<file path="src/rtl/light_actuated_seq.sv">
// Sensor-actuated four-way stop-light controller.
// Rotates N->E->S->W with min/max green, gap-out, skip and all-Stop clearance.
module light_actuated_seq #(
  parameter int          MODE      = 1,
  parameter int          CNT_W     = 8,
  parameter int          MIN_GREEN = 16,
  parameter int          MAX_GREEN = 64,
  parameter int          CLEAR     = 4,
  parameter int          SENS_N    = 6,
  parameter int          SENS_S    = 4,
  parameter int          SENS_E    = 5,
  parameter int          SENS_W    = 7,
  parameter logic [31:0] GMASK_N   = 32'h0,
  parameter logic [31:0] GMASK_S   = 32'h0,
  parameter logic [31:0] GMASK_E   = 32'h0,
  parameter logic [31:0] GMASK_W   = 32'h0
) (
  input  logic        clk,
  input  logic        rst,
  input  logic [7:0]  sensor_light,
  input  logic [31:0] general_sensors,
  output logic [2:0]  outN,
  output logic [2:0]  outS,
  output logic [2:0]  outE,
  output logic [2:0]  outW,
  output logic [1:0]  phase_dir,
  output logic        in_clear
);

  localparam logic [2:0] LIGHT_GO   = 3'b100;
  localparam logic [2:0] LIGHT_STOP = 3'b000;

  localparam logic [CNT_W-1:0] MAX_T = CNT_W'(MAX_GREEN - 1);
  localparam logic [CNT_W-1:0] MIN_T = CNT_W'(MIN_GREEN - 1);
  localparam logic [CNT_W-1:0] CLR_T = CNT_W'(CLEAR - 1);

  typedef enum logic {
    S_GREEN = 1'b0,
    S_CLEAR = 1'b1
  } state_e;

  state_e           st_q, st_d;
  logic [1:0]       dir_q, dir_d;
  logic [CNT_W-1:0] timer_q, timer_d;

  // Demand vector indexed by direction code: 0=N, 1=E, 2=S, 3=W.
  logic [3:0] dem;
  logic       dem_dir;
  logic       other_dem;

  assign dem[0] = sensor_light[SENS_N] | (|(general_sensors & GMASK_N));
  assign dem[1] = sensor_light[SENS_E] | (|(general_sensors & GMASK_E));
  assign dem[2] = sensor_light[SENS_S] | (|(general_sensors & GMASK_S));
  assign dem[3] = sensor_light[SENS_W] | (|(general_sensors & GMASK_W));

  assign dem_dir   = dem[dir_q];
  assign other_dem = |(dem & ~(4'b0001 << dir_q));

  // Actuated next approach: first demanding one after dir_q, else stay.
  logic [1:0] act_dir;
  logic [1:0] cand;
  logic       found;

  always_comb begin
    act_dir = dir_q;
    cand    = dir_q;
    found   = 1'b0;
    for (int k = 1; k < 4; k++) begin
      cand = dir_q + 2'(k);
      if (!found && dem[cand]) begin
        act_dir = cand;
        found   = 1'b1;
      end
    end
  end

  logic at_max;
  logic past_min;
  logic green_exit;

  assign at_max   = (timer_q == MAX_T);
  assign past_min = (timer_q >= MIN_T);

  always_comb begin
    green_exit = 1'b0;
    if (MODE == 0) begin
      green_exit = at_max;
    end else begin
      green_exit = (past_min & ~dem_dir & other_dem)
                 | (at_max & other_dem);
    end
  end

  always_comb begin
    st_d    = st_q;
    dir_d   = dir_q;
    timer_d = timer_q;
    unique case (st_q)
      S_GREEN: begin
        if (green_exit) begin
          st_d    = S_CLEAR;
          timer_d = '0;
        end else if (!at_max) begin
          timer_d = timer_q + 1'b1;
        end
      end
      S_CLEAR: begin
        if (timer_q == CLR_T) begin
          st_d    = S_GREEN;
          timer_d = '0;
          if (MODE == 0) begin
            dir_d = dir_q + 2'd1;
          end else begin
            dir_d = act_dir;
          end
        end else begin
          timer_d = timer_q + 1'b1;
        end
      end
      default: begin
        st_d    = S_GREEN;
        timer_d = '0;
      end
    endcase
  end

  always_ff @(posedge clk or posedge rst) begin
    if (rst) begin
      st_q    <= S_GREEN;
      dir_q   <= 2'd0;
      timer_q <= '0;
    end else begin
      st_q    <= st_d;
      dir_q   <= dir_d;
      timer_q <= timer_d;
    end
  end

  logic green;
  assign green = (st_q == S_GREEN);

  assign outN      = (green && dir_q == 2'd0) ? LIGHT_GO : LIGHT_STOP;
  assign outE      = (green && dir_q == 2'd1) ? LIGHT_GO : LIGHT_STOP;
  assign outS      = (green && dir_q == 2'd2) ? LIGHT_GO : LIGHT_STOP;
  assign outW      = (green && dir_q == 2'd3) ? LIGHT_GO : LIGHT_STOP;
  assign phase_dir = dir_q;
  assign in_clear  = (st_q == S_CLEAR);

endmodule

</file>
<file path="config.mk">
export PLATFORM = sky130hd
export DESIGN_NAME = light_actuated_seq
export DESIGN_NICKNAME = d
export VERILOG_FILES = /design/src/rtl/light_actuated_seq.sv
export SDC_FILE = /design/constraint.sdc
export NUM_CORES = 1
export LEC_CHECK = 0
export CAP_MARGIN = 20
export CORE_MARGIN = 2
export CORE_UTILIZATION = 38
export CTS_CLUSTER_SIZE = 25
export DETAILED_ROUTE_END_ITERATION = 16
export PLACE_DENSITY = 0.81
export SLEW_MARGIN = 30
export SYNTH_ARGS = -nofsm -noshare
export SYNTH_HDL_FRONTEND = slang
export SYNTH_SLANG_ARGS = --single-unit
</file>
<file path="constraint.sdc">
create_clock -name clk -period 2.5 [get_ports clk]
set_input_delay 0.625 -clock clk [delete_from_list [all_inputs] [get_ports clk]]
set_output_delay 0.625 -clock clk [all_outputs]
set_load 0.02 [all_outputs]
</file>
; ---- After elaboration in Yosys (flattened, before gate mapping)
; Index checks and enable logic that the tools add are counted.
[word_totals]
register_bits = 11
output_inout_bits = 15
elab_cells = 63
[classes]
n_mux = 24
n_reduce_logical = 12
n_addsub = 4
magnitude_cmp = 5
n_eq_ne = 6
n_bitwise = 8
n_shift = 1
[ops]
columns = op, count
row1 = $mux 8, 3
row2 = $pmux 8 s2, 1
row3 = $lt 2x3->1 const B, 4
row4 = $mux 3, 4
row5 = $add 8x1->8 const B, 1
row6 = $bmux 1 s2, 4
row7 = $eq 8x2->1 const B, 1
row8 = $eq 8x6->1 const B, 1
row9 = $ge 8x4->1 const B, 1
row10 = $mux 1, 8
row11 = $logic_and 1x1->1, 6
row12 = $mux 2, 3
row13 = $add 2x2->2 const B, 2
row14 = $and 4x4->4, 1
row15 = $eq 2x2->1 const B, 2
row16 = $not 4->4, 1
row17 = $reduce_or 4->1, 1
row18 = $shl 1x2->4 const A, 1
row19 = $and 1x1->1, 3
row20 = $ne 3x3->1 const B, 1
row21 = $reduce_and 3->1, 1
row22 = $reduce_bool 3->1, 1
row23 = $add 2x1->2 const B, 1
row24 = $eq 2x1->1 const B, 1
row25 = other kinds (5), 7

; ---- Logic depth before layout (Yosys ltp)
[depth]
depth_word = 11
mapped_depth = 8

; ---- Least setup slack after synthesis
; OpenSTA, ideal clock, no wires.
[synth_timing]
kind = register -> register
from = register dir_q[0] (netlist: phase_dir[0])
to = register dir_q[1] (netlist: phase_dir[1])
required_time_ns = 2.414
n_path_buf = 1
path_stages_with_launch = 8
arrival_ns = 2.032
synth_period_minus_slack_ns = 2.117
setup_ns = 0.086
slack_ns = 0.383
cell_sequence = dfrtp_1 -> buf_6 -> inv_1 -> ha_1 -> mux4_1 -> a21oi_1 -> o21ai_0 -> a32oi_1
[synth_between]
elab_chain_len = 11
[synth_lines]
columns = element, line
row1 = from (decl), 43  ; logic [1:0] dir_q, dir_d;
row2 = from (signal assigned), 134  ; dir_q <= dir_d;
row3 = $add 2x1->2, 69  ; cand = dir_q + 2'(k);
row4 = $bmux 1 s2, 70  ; if (!found && dem[cand]) begin
row5 = $mux 1 (not written as such), 70
row6 = $mux 1, 70
row7 = $logic_not 1->1, 70
row8 = $logic_and 1x1->1, 70
row9 = $mux 1, 70
row10 = $logic_not 1->1, 70
row11 = $logic_and 1x1->1, 70
row12 = $reduce_bool 3->1 (no line), n/a
row13 = $reduce_and 3->1 (no line), n/a
; Several ways; a longest one is shown, not always the timed one. The select of a mux whose other input is x is not followed.
; A chain may end at the register's enable or synchronous reset.

; ---- Worst setup path in the final report
[layout_timing]
from = register dir_q[1] (netlist: phase_dir[1])
to = output port outS[2]
[layout_between]
elab_chain_len = 3
[layout_lines]
columns = element, line
row1 = $eq 2x2->1, 144  ; assign outS = (green && dir_q == 2'd2) ? LIGHT_GO : LIGHT_STOP;
row2 = $logic_and 1x1->1, 144
row3 = $mux 3, 144
row4 = to (decl), 23  ; output logic [2:0] outS,
; No other way between the ends.

==> flow_metrics.env <==
export IMPL_run_status="finished, final reports clean"
export IMPL_io_buffers=12
export IMPL_instances_no_fill=146
export IMPL_crit_path_end_kind="output pin"
export IMPL_skew_ps=2.70
export IMPL_worst_endpoint_arrival_ps=1810
export IMPL_cp_start_kind="flip-flop"
export IMPL_grt_pass1_wl_um=3040
export IMPL_cts_buffers_inserted=3
export IMPL_critical_path_required_ps=1880
export IMPL_core_area_sq_um=2450
export IMPL_grt_pass1_vias=704
export IMPL_dieArea_sq_um=3010
export IMPL_drtIter0Drc=5
export IMPL_min_from="timer_q[1]$_DFFE_PP0P_"
export IMPL_synth_top_area_cell="dfrtp_1"
export IMPL_start_util=0.400
export IMPL_worst_slack_ps=66.1
export IMPL_clk_pin_slew_ps=70
export IMPL_post_cts_buffers=0
export IMPL_p_leak_nw=0.500
export IMPL_synthTopCellsByArea="dfrtp_1 (28%), mux4_1 (8.0%), ha_1 (6.4%), buf_4 (6.1%), nand2b_1 (3.2%)"
export IMPL_async_reset_ff_frac=1.00
export IMPL_wirelength_um=1980
export IMPL_final_antenna_net_count=0
export IMPL_yosys_area_top_type_share=0.280
export IMPL_p_per_area_nw_per_um2=836
export IMPL_r2r_slack_ps=270
export IMPL_die_width_um=54.8
export IMPL_whs_ps=541
export IMPL_clock_sinks=11
export IMPL_antenna_found_initial=0
export IMPL_drv_cap=0
export IMPL_crit_fanout=9
export IMPL_period_needed_ps=2430
export IMPL_hpwlAfterDp_um=1510
export IMPL_reg2regPathDepth=6
export IMPL_diodes=0
export IMPL_ys_flop_type="dfrtp_1"
export IMPL_ys_warn_count=0
export IMPL_synthesis_area_sq_um=982
export IMPL_synth_cells=102
export IMPL_syn_to_final_growth_pct=14.9
export IMPL_yosysMostFrequentCell="dfrtp_1"
export IMPL_min_to="timer_q[1]$_DFFE_PP0P_"
export IMPL_max_freq_mhz=411
export IMPL_gp_congestion=0.840
export IMPL_ys_seq_area_frac=0.280
export IMPL_setup_viol=0
export IMPL_cts_buffer_depth=2
export IMPL_critical_path_class="reg -> out"
export IMPL_ir_drop_v=0.000452
export IMPL_synth_common_cells="dfrtp_1 (11), buf_4 (8), nor2_1 (8)"
export IMPL_hold_path_cell_count=2
export IMPL_overflow=0
export IMPL_first_pass_iters=4
export IMPL_postCtsResizedCells=0
export IMPL_io_pins=57
export IMPL_grt_max_degree=13
export IMPL_netlist_cell_type_count=38
export IMPL_final_cell_area_sq_um=1130
export IMPL_r2r_start="phase_dir[1]$_DFFE_PP0P_"
export IMPL_cts_hold_buf=0
export IMPL_synth_edff_count=0
export IMPL_num_nets_final=164
export IMPL_htree_levels=1
export IMPL_finalMaxSlewViolations=0
export IMPL_place_area_sq_um=1100
export IMPL_wl_per_cell_um=13.5
export IMPL_grt_usage=0.143
export IMPL_yosys_register_bits=11
export IMPL_hold_path_class="reg -> reg"
export IMPL_dp_cells=142
export IMPL_clock_latency_ps=270
export IMPL_die_y_um=54.8
export IMPL_vias=775
export IMPL_finalHoldViolCount=0
export IMPL_routed_via_density=5.31
export IMPL_drc_errors=0
export IMPL_dpl_worst_slack_ps=72.9
export IMPL_avgSynthCellArea_sq_um=9.63
export IMPL_drive_gt1_frac=0.138
export IMPL_root_buffer="clkbuf_4"
export IMPL_rr_endpoint="phase_dir[1]$_DFFE_PP0P_"
export IMPL_fin_crit_sh=0.974
export IMPL_cts_tree="done"
export IMPL_core_rowCount=18
==> how the worst max path moves through the flow <==
| stage | startpoint | endpoint | cells past startpoint |
|---|---|---|---|
| final | phase_dir[1]$_DFFE_PP0P_ | outS[2] | 3 |
| after global routing | phase_dir[1]$_DFFE_PP0P_ | outS[2] | 3 |
| after CTS | phase_dir[1]$_DFFE_PP0P_ | outE[2] | 4 |
| after detailed placement | sensor_light[6] | timer_q[4]$_DFFE_PP0P_ | 6 |
| after global placement | sensor_light[6] | timer_q[0]$_DFFE_PP0P_ | 6 |
| after floorplan | phase_dir[0]$_DFFE_PP0P_ | phase_dir[1]$_DFFE_PP0P_ | 7 |
==> state kept, by name, summed over array words and instances, names as in the netlist <==
register	count
timer_q	8
phase_dir	2
in_clear	1
==> stage by stage <==
stage / power, mW / TNS [ps] / util
after detailed placement: 0.819 / 0 / 0.447
final: 0.943 / 0 / 0.460
after floorplan: 0.709 / 0 / -
after global placement: 0.795 / 0 / 0.447
after global routing: 1.02 / -16.1 / 0.460
after CTS: 0.948 / 0 / 0.458
==> per-layer routing <==
metal / up-vias / GRT usage / part of all wire
li1: 383 / - / -
met1: 372 / 0.169 / 0.44
met2: 16 / 0.244 / 0.51
met3: 4 / 0.0246 / 0.036
met4: 0 / 0.0750 / 0.018
met5: - / 0 / 0
==> worst max-delay path: stages, from the launching register on <==
cell and delay (ps):
dfrtp_1 530, ha_1 260, nor2b_1 140, clkdlybuf4s50_1 610
==> final cells by class <==
cell class                 count  area, sq um
tap                           30         37.5
sequential                    11          275
fill                         226         1330
multi-input combinational     83          638
clock buffer                   4         26.3
inverter                       5         18.8
timing repair buffer          13          133
==> cell usage in the layout (no fill, tap or decap), types with 4 or more instances in the layout <==
| cell type | count |
|---|---|
| clkdlybuf4s50_1 | 10 |
| nor2_1 | 8 |
| nor2b_1 | 5 |
| a21oi_1 | 5 |
| ha_1 | 5 |
| and3_1 | 4 |
| dfrtp_1 | 11 |
| nand2_1 | 6 |
| nand2b_1 | 5 |
| conb_1 | 8 |
| inv_1 | 5 |
==> report_power, final <==
part	internal [mW]	total (mW)	switching [mW]
registers	0.256	0.372	0.116
clock network	0.0618	0.125	0.0627
logic	0.213	0.447	0.234
==> logic make-up after synthesis <==
logic type / after synthesis / share of synthesized area
simple gates: 39 / 0.234
compound gates: 23 / 0.182
buf+inv: 15 / 0.0968
flops: 11 / 0.280
fa+ha+maj: 5 / 0.0637
xor+xnor: 4 / 0.0357
mux: 4 / 0.103
other cells: 1 / 0.00382
Note: power is estimated with default switching activity, not from simulation.
==> variant: new RTL, same flow settings <==
Make the reset (`rst`) synchronous in one clocked block.
--- a/src/rtl/light_actuated_seq.sv
+++ b/src/rtl/light_actuated_seq.sv
@@ -126,3 +126,3 @@
 
-  always_ff @(posedge clk or posedge rst) begin
+  always_ff @(posedge clk) begin
     if (rst) begin
Function: no difference found for any inputs over 10 cycles, from zero or initial values and one cycle with rst high; that may be too few to reach the edited logic, so the function may still have changed.
==> variant against the original RTL <==
  * Hold slack got worse by 18 ps
  * Register-to-register slack gained 250 ps
  * Routed wire length is 0.66% higher
  * Final area decreased by 4.1%
  * Sequential cell count did not move
  * Setup slack better by 50 ps
  * Area after synthesis decreased by 7.6%
  * Highest routed layer unchanged
Power is not compared: it rests on default switching activity, and its combinational part moved more than twofold at a synthesized area within 25%.
==> variant: results (changes against the original RTL) <==
Hold wc startpoint: timer_q[6]
CP max stage delay: 550 ps (-60 ps)
Compound-cell area share of the yosys netlist: 18.62% (+0.40 points)
Antenna violations before repair: 0 (unchanged)
GPL Wtd Cong: 0.8587 (+2.2%)
Data buffer area share: 14.57% (+2.8 points)
Final net count: 174 (+6.1%)
Worst r2r dst: timer_q[1]
Post-Synthesis Cells: 109 (+6.9%)
Worst Clk Skew: 0.7210 ps (-1.978 ps)
WL per Instance: 12.92 um (-4.6%)
Nonclk buf count: 17 (+4)
Mux cell area share after synthesis: 8.000% (-2.3 points)
Post-placement cell area: 0.001054 mm2 (-4.0%)
Worst hold slack: 523.1 ps (-17.85 ps)
Layout cell share with drive strength beyond 1: 15.08% (+1.3 points)
R2R setup slack: 520 ps (+250 ps)
Outcome: complete, no violations
Adder-Cell Fraction of Synth Area: 6.897% (+0.53 points)
Max Fanout on Critical Path: 10 (+1)
Fin cells: 154 (+5.5%)
XOR/XNOR Fraction of Synth Area: 4.828% (+1.3 points)
Final clock-cell share: 2.428% (+0.10 points)
Main area contributors after synthesis: dfxtp_1 (24%), ha_1 (6.9%), buf_4 (6.6%), mux2i_1 (5.5%), xor2_1 (3.9%)
RR Startpoint: timer_q[0]
Multi-input comb cells: 89 (+7.2%)
WHS Endpoint: timer_q[6]
Multi-input combinational area share: 57.46% (+0.92 points)
Vias in the first global route: 815 (+16%)
Async set or reset register ratio after synthesis: 0% (-100 points)
Synth cell types: 39 (+2.6%)
Total track usage: 16.37% (+2.1 points)
Final HPWL DP: 1542 um (+2.4%)
Seq/Total Area, Yosys: 24.28% (-3.7 points)
Vias/cell: 5.377 (+1.3%)
Critical path data arrival time: 1760 ps (-50 ps)
Post-synth top cells: dfxtp_1 (11), nor2_1 (9), buf_4 (8), nand2_1 (6)
Starting DRT DRC Count: 7 (+2)
[variant: worst max path at each step]
stage | startpoint | to | cells after the start
2_1_floorplan | phase_dir[1] | timer_q[6] | 8
3_3_place_gp | sensor_light[5] | timer_q[3] | 6
3_5_place_dp | sensor_light[5] | timer_q[5] | 6
4_1_cts | phase_dir[1] | outE[2] | 4
5_1_grt | phase_dir[1] | outE[2] | 4
6_report | phase_dir[1] | outE[2] | 4
[variant: logic make-up (layout without fill, tap and decap cells)]
logic type | after synthesis | count (layout)
simple gates | 43 | 43
fa+ha+maj | 5 | 5
flops | 11 | 11
other cells | 1 | 8
buf+inv | 16 | 26
xor+xnor | 5 | 5
mux | 6 | 6
compound gates | 22 | 22
[variant: what timing repair did]
action	4_1_cts	5_1_grt
gates resized for setup	2	0
hold buffers	0	0
setup endpoints to repair	2	0
[variant: per-layer routing]
layer / share of wire, % / track usage, %
met1: 41 / 18.40
met2: 53 / 28.96
met3: 4.5 / 5.085
met4: 1.0 / 5.556
met5: 0 / 0
